`src/rtl/uart_port_ctrl.sv`:
```
// Sequences the CPU uart device onto an FT245-style USB FIFO: one RX and one TX holding byte, timed strobes.
// Define UART_PORT_RR_ARB_EN for round-robin read/write arbitration; the default build is write-first.
module uart_port_ctrl #(
    parameter int RD_PULSE = 2,
    parameter int WR_PULSE = 2,
    parameter int RECOVERY = 1
) (
    input  logic       clk,
    input  logic       reset,
    input  logic       cpu_wr,
    input  logic [7:0] cpu_wdata,
    input  logic       cpu_rd,
    output logic [7:0] cpu_rdata,
    output logic       flag_di,
    output logic       flag_do,
    output logic       tx_overrun,
    input  logic       _rxf,
    input  logic       _txe,
    output logic       _rd,
    output logic       wr,
    input  logic [7:0] d_in,
    output logic [7:0] d_out,
    output logic       d_oe
);

    localparam int MAX_AB  = (RD_PULSE > WR_PULSE) ? RD_PULSE : WR_PULSE;
    localparam int MAX_CNT = (MAX_AB > RECOVERY) ? MAX_AB : RECOVERY;
    localparam int CNT_W   = (MAX_CNT > 1) ? $clog2(MAX_CNT) : 1;

    localparam logic [CNT_W-1:0] RD_LAST  = CNT_W'(RD_PULSE - 1);
    localparam logic [CNT_W-1:0] WR_LAST  = CNT_W'(WR_PULSE - 1);
    localparam logic [CNT_W-1:0] REC_LAST = CNT_W'(RECOVERY - 1);

    typedef enum logic [2:0] {
        IDLE,
        RD_ACTIVE,
        RD_RECOVER,
        WR_SETUP,
        WR_ACTIVE,
        WR_RECOVER
    } state_t;

    state_t           state_q, state_d;
    logic [CNT_W-1:0] cnt_q, cnt_d;
    logic             rxf_meta_q, rxf_meta_d, rxf_s_q, rxf_s_d;
    logic             txe_meta_q, txe_meta_d, txe_s_q, txe_s_d;
    logic             rx_valid_q, rx_valid_d;
    logic             tx_pending_q, tx_pending_d;
    logic [7:0]       tx_buf_q, tx_buf_d;
    logic [7:0]       rdata_q, rdata_d;
    logic             overrun_q, overrun_d;
    logic             rd_n_q, rd_n_d;
    logic             wr_q, wr_d;
    logic             d_oe_q, d_oe_d;
    logic [7:0]       d_out_q, d_out_d;
`ifdef UART_PORT_RR_ARB_EN
    logic             last_was_write_q, last_was_write_d;
`endif

    logic want_w, want_r, start_w, start_r, rd_done, wr_done;

    always_ff @(posedge clk) begin
        if (reset) begin
            state_q      <= IDLE;
            cnt_q        <= '0;
            rxf_meta_q   <= 1'b1;
            rxf_s_q      <= 1'b1;
            txe_meta_q   <= 1'b1;
            txe_s_q      <= 1'b1;
            rx_valid_q   <= 1'b0;
            tx_pending_q <= 1'b0;
            tx_buf_q     <= '0;
            rdata_q      <= '0;
            overrun_q    <= 1'b0;
            rd_n_q       <= 1'b1;
            wr_q         <= 1'b0;
            d_oe_q       <= 1'b0;
            d_out_q      <= '0;
`ifdef UART_PORT_RR_ARB_EN
            last_was_write_q <= 1'b0;
`endif
        end else begin
            state_q      <= state_d;
            cnt_q        <= cnt_d;
            rxf_meta_q   <= rxf_meta_d;
            rxf_s_q      <= rxf_s_d;
            txe_meta_q   <= txe_meta_d;
            txe_s_q      <= txe_s_d;
            rx_valid_q   <= rx_valid_d;
            tx_pending_q <= tx_pending_d;
            tx_buf_q     <= tx_buf_d;
            rdata_q      <= rdata_d;
            overrun_q    <= overrun_d;
            rd_n_q       <= rd_n_d;
            wr_q         <= wr_d;
            d_oe_q       <= d_oe_d;
            d_out_q      <= d_out_d;
`ifdef UART_PORT_RR_ARB_EN
            last_was_write_q <= last_was_write_d;
`endif
        end
    end

    // Arbitration uses pre-edge rx_valid, so a same-cycle cpu_rd cannot launch a read.
    always_comb begin
        want_w = tx_pending_q & ~txe_s_q;
        want_r = ~rx_valid_q & ~rxf_s_q;
`ifdef UART_PORT_RR_ARB_EN
        start_w = (state_q == IDLE) & want_w & (~want_r | ~last_was_write_q);
`else
        start_w = (state_q == IDLE) & want_w;
`endif
        start_r = (state_q == IDLE) & want_r & ~start_w;
        state_d = state_q;
        cnt_d   = cnt_q;
        rd_done = 1'b0;
        wr_done = 1'b0;
        case (state_q)
            IDLE: begin
                cnt_d = '0;
                if (start_w)      state_d = WR_SETUP;
                else if (start_r) state_d = RD_ACTIVE;
            end
            RD_ACTIVE: begin
                if (cnt_q == RD_LAST) begin
                    state_d = RD_RECOVER;
                    cnt_d   = '0;
                    rd_done = 1'b1;
                end else begin
                    cnt_d = cnt_q + CNT_W'(1);
                end
            end
            RD_RECOVER, WR_RECOVER: begin
                if (cnt_q == REC_LAST) begin
                    state_d = IDLE;
                    cnt_d   = '0;
                end else begin
                    cnt_d = cnt_q + CNT_W'(1);
                end
            end
            WR_SETUP: begin
                state_d = WR_ACTIVE;
                cnt_d   = '0;
            end
            WR_ACTIVE: begin
                if (cnt_q == WR_LAST) begin
                    state_d = WR_RECOVER;
                    cnt_d   = '0;
                    wr_done = 1'b1;
                end else begin
                    cnt_d = cnt_q + CNT_W'(1);
                end
            end
            default: begin
                state_d = IDLE;
                cnt_d   = '0;
            end
        endcase
    end

    // Strobes decode from the next state so each pin is a clean flop output.
    always_comb begin
        rxf_meta_d = _rxf;
        rxf_s_d    = rxf_meta_q;
        txe_meta_d = _txe;
        txe_s_d    = txe_meta_q;
        rd_n_d     = (state_d != RD_ACTIVE);
        wr_d       = (state_d == WR_ACTIVE);
        d_oe_d     = (state_d == WR_SETUP) || (state_d == WR_ACTIVE) ||
                     ((state_d == WR_RECOVER) && (cnt_d == '0));
        d_out_d    = start_w ? tx_buf_q : d_out_q;
        rdata_d    = rd_done ? d_in : rdata_q;

        rx_valid_d = rx_valid_q;
        if (cpu_rd && rx_valid_q) rx_valid_d = 1'b0;
        if (rd_done)              rx_valid_d = 1'b1;

        tx_buf_d     = tx_buf_q;
        tx_pending_d = tx_pending_q;
        overrun_d    = overrun_q;
        if (cpu_wr) begin
            if (tx_pending_q) begin
                overrun_d = 1'b1;
            end else begin
                tx_buf_d     = cpu_wdata;
                tx_pending_d = 1'b1;
            end
        end
        if (wr_done) tx_pending_d = 1'b0;
`ifdef UART_PORT_RR_ARB_EN
        last_was_write_d = last_was_write_q;
        if (start_w)      last_was_write_d = 1'b1;
        else if (start_r) last_was_write_d = 1'b0;
`endif
    end

    assign cpu_rdata  = rdata_q;
    assign flag_di    = rx_valid_q;
    assign flag_do    = ~tx_pending_q;
    assign tx_overrun = overrun_q;
    assign _rd        = rd_n_q;
    assign wr         = wr_q;
    assign d_out      = d_out_q;
    assign d_oe       = d_oe_q;

endmodule
```
`config.mk`:
```
export PLATFORM = sky130hd
export DESIGN_NAME = uart_port_ctrl
export DESIGN_NICKNAME = d
export VERILOG_FILES = /design/src/rtl/uart_port_ctrl.sv
export SDC_FILE = /design/constraint.sdc
export NUM_CORES = 1
export LEC_CHECK = 0
export ABC_AREA = 1
export BUFFER_PORTS_ARGS = -buffer_cell sky130_fd_sc_hd__buf_2
export CAP_MARGIN = 15
export CORE_MARGIN = 2
export CORE_UTILIZATION = 45
export CTS_BUF_LIST = sky130_fd_sc_hd__clkbuf_16
export DETAILED_ROUTE_END_ITERATION = 8
export PLACE_DENSITY = 0.68
export SETUP_SLACK_MARGIN = 0.3
export SLEW_MARGIN = 20
export SYNTH_ARGS = -nofsm -noshare
export SYNTH_HDL_FRONTEND = slang
export SYNTH_SLANG_ARGS = --single-unit
```
`constraint.sdc`:
```
create_clock -name clk -period 1.4 [get_ports clk]
set_input_delay 0.28 -clock clk [delete_from_list [all_inputs] [get_ports clk]]
set_output_delay 0.28 -clock clk [all_outputs]
set_load 0.03 [all_outputs]
```
### After elaboration in Yosys (flattened, before gate mapping)

Cells that the tools add are included.

| word-level totals | value |
|---|---|
| register bits | 38 |
| output and inout port bits | 22 |

| cells by class | value |
|---|---|
| bitwise logic cells | 11 |
| mux-type cells | 14 |
| reductions and logical operators | 11 |
| equal/unequal tests | 9 |
| add/sub/neg operators | 1 |

Operator list:

| kind | number |
|---|---|
| two-way mux 3 bit | 5 |
| one-hot mux 3 bit (5 select lines) | 1 |
| == test 3 bit (second input constant) | 4 |
| == test 3 x 2 -> 1 bit (second input constant) | 3 |
| two-way mux 1 bit | 7 |
| inverter 1 bit | 6 |
| OR reduction 2 bit | 3 |
| bitwise AND 1 bit | 5 |
| AND reduction 2 bit | 2 |
| == test 3 x 1 -> 1 bit (second input constant) | 1 |
| zero test 3 bit | 1 |
| != test 3 x 1 -> 1 bit (second input constant) | 1 |
| logical AND 1 bit | 2 |
| logical OR 1 bit | 2 |
| one-hot mux 1 bit (2 select lines) | 1 |
| nonzero test 2 bit | 1 |
| adder 1 bit (second input constant) | 1 |

### Longest topological paths before layout

| logic depth | value |
|---|---|
| depth in word-level cells | 11 |
| mapped depth | 6 |
| mapped depth without buffers | 6 |

### Worst setup path after synthesis

Ideal clock, no wire load.

| timing path | value |
|---|---|
| path type | reg-to-reg |
| start point | register tx_pending_q |
| end point | register rd_n_q (netlist: _rd) |
| arrival | 1000 ps |
| setup time | 129 ps |
| buffers on the path | 1 |
| cell stages (with the launch flop) | 7 |
| data required time | 1271 ps |
| slack | 271 ps |
| cell sequence | dfxtp_1 inv_1 nor2_1 nand3_2 buf_6 nand3_1 nand3_1 |

| between the ends | value |
|---|---|
| longest elaborated chain between the ends | 8 |

RTL lines:

| item | line | source |
|---|---|---|
| from (decl) | 48 | `logic tx_pending_q, tx_pending_d;` |
| from (signal assigned) | 90 | `tx_pending_q <= tx_pending_d;` |
| bitwise AND 1 bit * | 106 | `want_w = tx_pending_q & ~txe_s_q;` |
| bitwise AND 1 bit * | 111 | `start_w = (state_q == IDLE) & want_w;` |
| inverter 1 bit | 113 | `start_r = (state_q == IDLE) & want_r & ~start_w;` |
| bitwise AND 1 bit | 113 |  |
| two-way mux 3 bit | 122 | `else if (start_r) state_d = RD_ACTIVE;` |
| two-way mux 3 bit * | 121 | `if (start_w) state_d = WR_SETUP;` |
| one-hot mux 3 bit (5 select lines) * | 118 | `case (state_q)` |
| != test 3 x 1 -> 1 bit * | 167 | `rd_n_d = (state_d != RD_ACTIVE);` |
| to (signal assigned) | 94 | `rd_n_q <= rd_n_d;` |
| to (decl) | 52 | `logic rd_n_q, rd_n_d;` |

Every way passes the cells marked *; elsewhere a longest branch is shown, timed or not.
A chain may end at the register's enable or synchronous reset.

### Worst setup path in the final report

| timing path | value |
|---|---|
| start point | register state_q[0] |
| end point | register rd_n_q (netlist: _rd) |

| between the ends | value |
|---|---|
| longest elaborated chain between the ends | 8 |

RTL lines:

| item | line | source |
|---|---|---|
| from (decl) | 43 | `state_t state_q, state_d;` |
| from (signal assigned) | 83 | `state_q <= state_d;` |
| zero test 3 bit | 111, 113, 118 |  |
| bitwise AND 1 bit | 111 |  |
| inverter 1 bit | 113 |  |
| bitwise AND 1 bit | 113 |  |
| two-way mux 3 bit | 122 |  |
| two-way mux 3 bit | 121 |  |
| one-hot mux 3 bit (5 select lines) * | 118 |  |
| != test 3 x 1 -> 1 bit * | 167 |  |

Marks and branches as above.

==> results.rst <==
.. list-table::
   :header-rows: 1

   * - Metric
     - Value
   * - Worst hold-check slack
     - 181 ps
   * - Largest family of logic cells by synthesized area
     - simple AND/OR/NAND/NOR gates
   * - Cts bufs inserted
     - 5
   * - Buffers from clock root to sink, at most
     - 2
   * - Final slew viol count
     - 0
   * - Combined area of all synthesized cells
     - 0.00139 mm²
   * - Horizontal die dimension
     - 59.5 µm
   * - Result of the run
     - complete, no violations
   * - Synth Area in Compound Gates
     - 0.165
   * - Cells after Synth
     - 166
   * - Post-CTS clock slew at the launch and capture registers of the worst setup and hold paths
     - 50 ps
   * - Antenna diode instance count
     - 0
   * - Post-synthesis xor/xnor area fraction
     - 0
   * - Number of antenna violations at the first check in global routing
     - 0
   * - Peak clock frequency supported by timing
     - 873 MHz
   * - Number of fillers in the final layout
     - 257
   * - Portion of netlist area occupied by mux cells
     - 0
   * - Post-synthesis share of cell area spent on full adders, half adders and majority gates
     - 0
   * - Placement row count
     - 20
   * - Pin count of the biggest net entering global routing
     - 28
   * - Areal power density over the cells
     - 1240 mW/mm²
   * - Post-DRT Antenna Nets
     - 0
   * - Kind of end point of the critical path
     - register
   * - Post-detailed-routing wire length
     - 3180 µm
   * - Vias post-DR
     - 1242
   * - Share of total power in combinational logic
     - 0.096
   * - Final period util
     - 0.819
   * - Avg Vias per Cell
     - 4.95
   * - Critical path class
     - register to register
   * - Post-DP HPWL
     - 2120 µm
   * - Share of total power in the clock network
     - 0.429
   * - Number of levels the H-tree was split into
     - 2
   * - Number of violations of the max-capacitance limit
     - 0
   * - Setup-failing EPs final
     - 0
   * - First-pass GRT wire length
     - 4870 µm
   * - Worst-case setup margin in the final layout
     - 254 ps
   * - Overall Global Routing Usage
     - 0.190
   * - RSZ-0062 raised after global routing
     - true
   * - CTS tree
     - done
   * - Area of the core region
     - 0.00300 mm²
   * - Setup Total Neg Slack
     - 0 ps
   * - DR pass1 iterations
     - 4
   * - Pre-CTS worst setup slack
     - 198 ps
   * - Worst-Margin Slew
     - 518 ps
   * - Sequential cell area fraction in the yosys report
     - 0.549
   * - Crit path time final
     - 1150 ps
   * - Relative max-transition margin
     - 0.654
   * - Simple-gate share of the synthesized area
     - 0.216
   * - FF+latch count, synth
     - 38
   * - Fin. Hold Viols
     - 0
   * - Synth-to-Final Area Change
     - 42.0%
   * - Classification of the worst-slack hold path
     - primary input to register
   * - Number of sinks handled by clock tree synthesis
     - 38
   * - Number of nets in the layout
     - 239
   * - Total nets after synthesis
     - 188
   * - Critical path data arrival time
     - 1290 ps
   * - Switching portion of total power
     - 0.236
   * - Worst-path maximum fanout
     - 8
   * - Starting Density
     - 0.462
   * - Clock skew after layout
     - 3.55 ps
   * - Total I/O pin count
     - 44
   * - Sort of element at the start of the critical path
     - register
   * - Syn Area/Cell
     - 8.35 µm²
   * - P_leak
     - 0.861 nW
   * - First DRT Iteration DRCs
     - 45
   * - Sequential share of power
     - 0.475
   * - Skew-Pair Late Insertion Delay
     - 280 ps
   * - Share of cells above drive strength 1
     - 0.417
   * - Weighted congestion at the end of routability-driven global placement
     - 0.794
   * - Worst path required time
     - 1540 ps
   * - Leading cell types in the layout, fill and taps excluded
     - nor2_1 (37), dfxtp_1 (32), buf_2 (26)
   * - Total die area
     - 0.00354 mm²
   * - Worst vdd rail ir drop
     - 746 µV
   * - Net load switching power
     - 0.577 mW
   * - Cell variety after synth
     - 20
   * - Most common cell after layout, fill and taps aside
     - nor2_1
   * - Die height
     - 59.5 µm
   * - Total congestion overflow
     - 0
   * - Internal power consumption
     - 1.87 mW
   * - Average detailed-routed wire length per instance
     - 12.7 µm
   * - Via count of the first global-routing pass
     - 1115
   * - Root buffer cell
     - clkbuf_16
   * - PortBufs
     - 43
   * - Synthesis warning total
     - 0
   * - Remaining routing DRC violations
     - 0
-- routing by layer --
layer	routed length (µm)	up-vias	GRT usage
li1	-	639	-
met1	1310	557	0.210
met2	1610	36	0.305
met3	155	10	0.0655
met4	95	0	0.130
met5	0	-	0
-- worst max-delay path: stages (launching register included) --
cell and delay [ps]:
dfxtp_4 370, nor2_4 150, nand3_4 120, buf_8 170
nand3_1 100, nand3_1 90
-- power by group through the flow --
| stage | sequential, mW | combinational [mW] | clock, mW |
|---|---|---|---|
| global placement | 1.18 | 0.193 | 0 |
| floorplan | 1.20 | 0.105 | 0 |
| global route | 1.17 | 0.261 | 1.11 |
| finish | 1.16 | 0.234 | 1.05 |
| detailed placement | 1.18 | 0.197 | 0 |
| CTS | 1.16 | 0.207 | 1.06 |
-- worst paths after layout --
kind | start | depth (start not counted) | end | slack (ps)
setup / recovery | state_q[0] | 5 | _rd | 250
hold / removal | _rxf | 2 | rxf_meta_q | 180
setup reg to reg | state_q[0] | 5 | _rd | 250
hold reg to reg | rxf_meta_q | 1 | rxf_s_q | 410
-- area by class of cell --
class | instances | area (µm²) | area share
clock buffers | 5 | 125 | 0.0636
clock inverters | 3 | 12.5 | 0.00636
inverters | 17 | 71.3 | 0.0362
multi-input cells | 106 | 599 | 0.305
flip-flops and latches | 38 | 776 | 0.394
well taps | 33 | 41.3 | 0.0210
repair buffers | 49 | 343 | 0.174
-- synthesized netlist by cell type, drive strengths merged --
| library cell | number | area (µm²) |
|---|---|---|
| a211oi | 1 | 7.51 |
| a21oi | 11 | 66.3 |
| a31oi | 3 | 18.8 |
| buf | 2 | 22.5 |
| clkbuf | 3 | 11.3 |
| dfxtp | 38 | 761 |
| inv | 17 | 63.8 |
| nand2 | 12 | 45.0 |
| nand3 | 7 | 40.0 |
| nand4 | 2 | 27.5 |
| nor2 | 41 | 161 |
| o21ai | 25 | 136 |
| or2 | 4 | 25.0 |
-- cells by family after synthesis --
family | count (synthesis)
AO/OA/AOI/OAI | 40
buffers and inverters | 22
flip-flops | 38
AND/OR/NAND/NOR | 66
-- flip-flops by register name, indices dropped and copies added (netlist names) --
signal and flops:
rxf_meta_q 1, rxf_s_q 1, txe_s_q 1, d_out 8, _rd 1, tx_buf_q 8, wr 1, tx_pending_q 1
cnt_q 1, cpu_rdata 8, flag_di 1, state_q 3, d_oe 1, tx_overrun 1, txe_meta_q 1
-- repair_timing --
item	CTS	global route
resized for setup	13	50
buffers inserted	1	1
endpoints found under the setup margin	25	43
hold buffers	0	0
pin swaps	0	4
gates cloned	0	1
-- metrics by stage --
step / std cells / utilization / area (µm²) / power (mW)
2_1_floorplan: 166 / - / 1390 / 1.31
3_3_place_gp: 240 / 0.543 / 1630 / 1.37
3_5_place_dp: 240 / 0.543 / 1630 / 1.38
4_1_cts: 249 / 0.603 / 1810 / 2.43
5_1_grt: 251 / 0.655 / 1970 / 2.54
6_report: 251 / 0.655 / 1970 / 2.44
(Power assumes the default switching activity.)
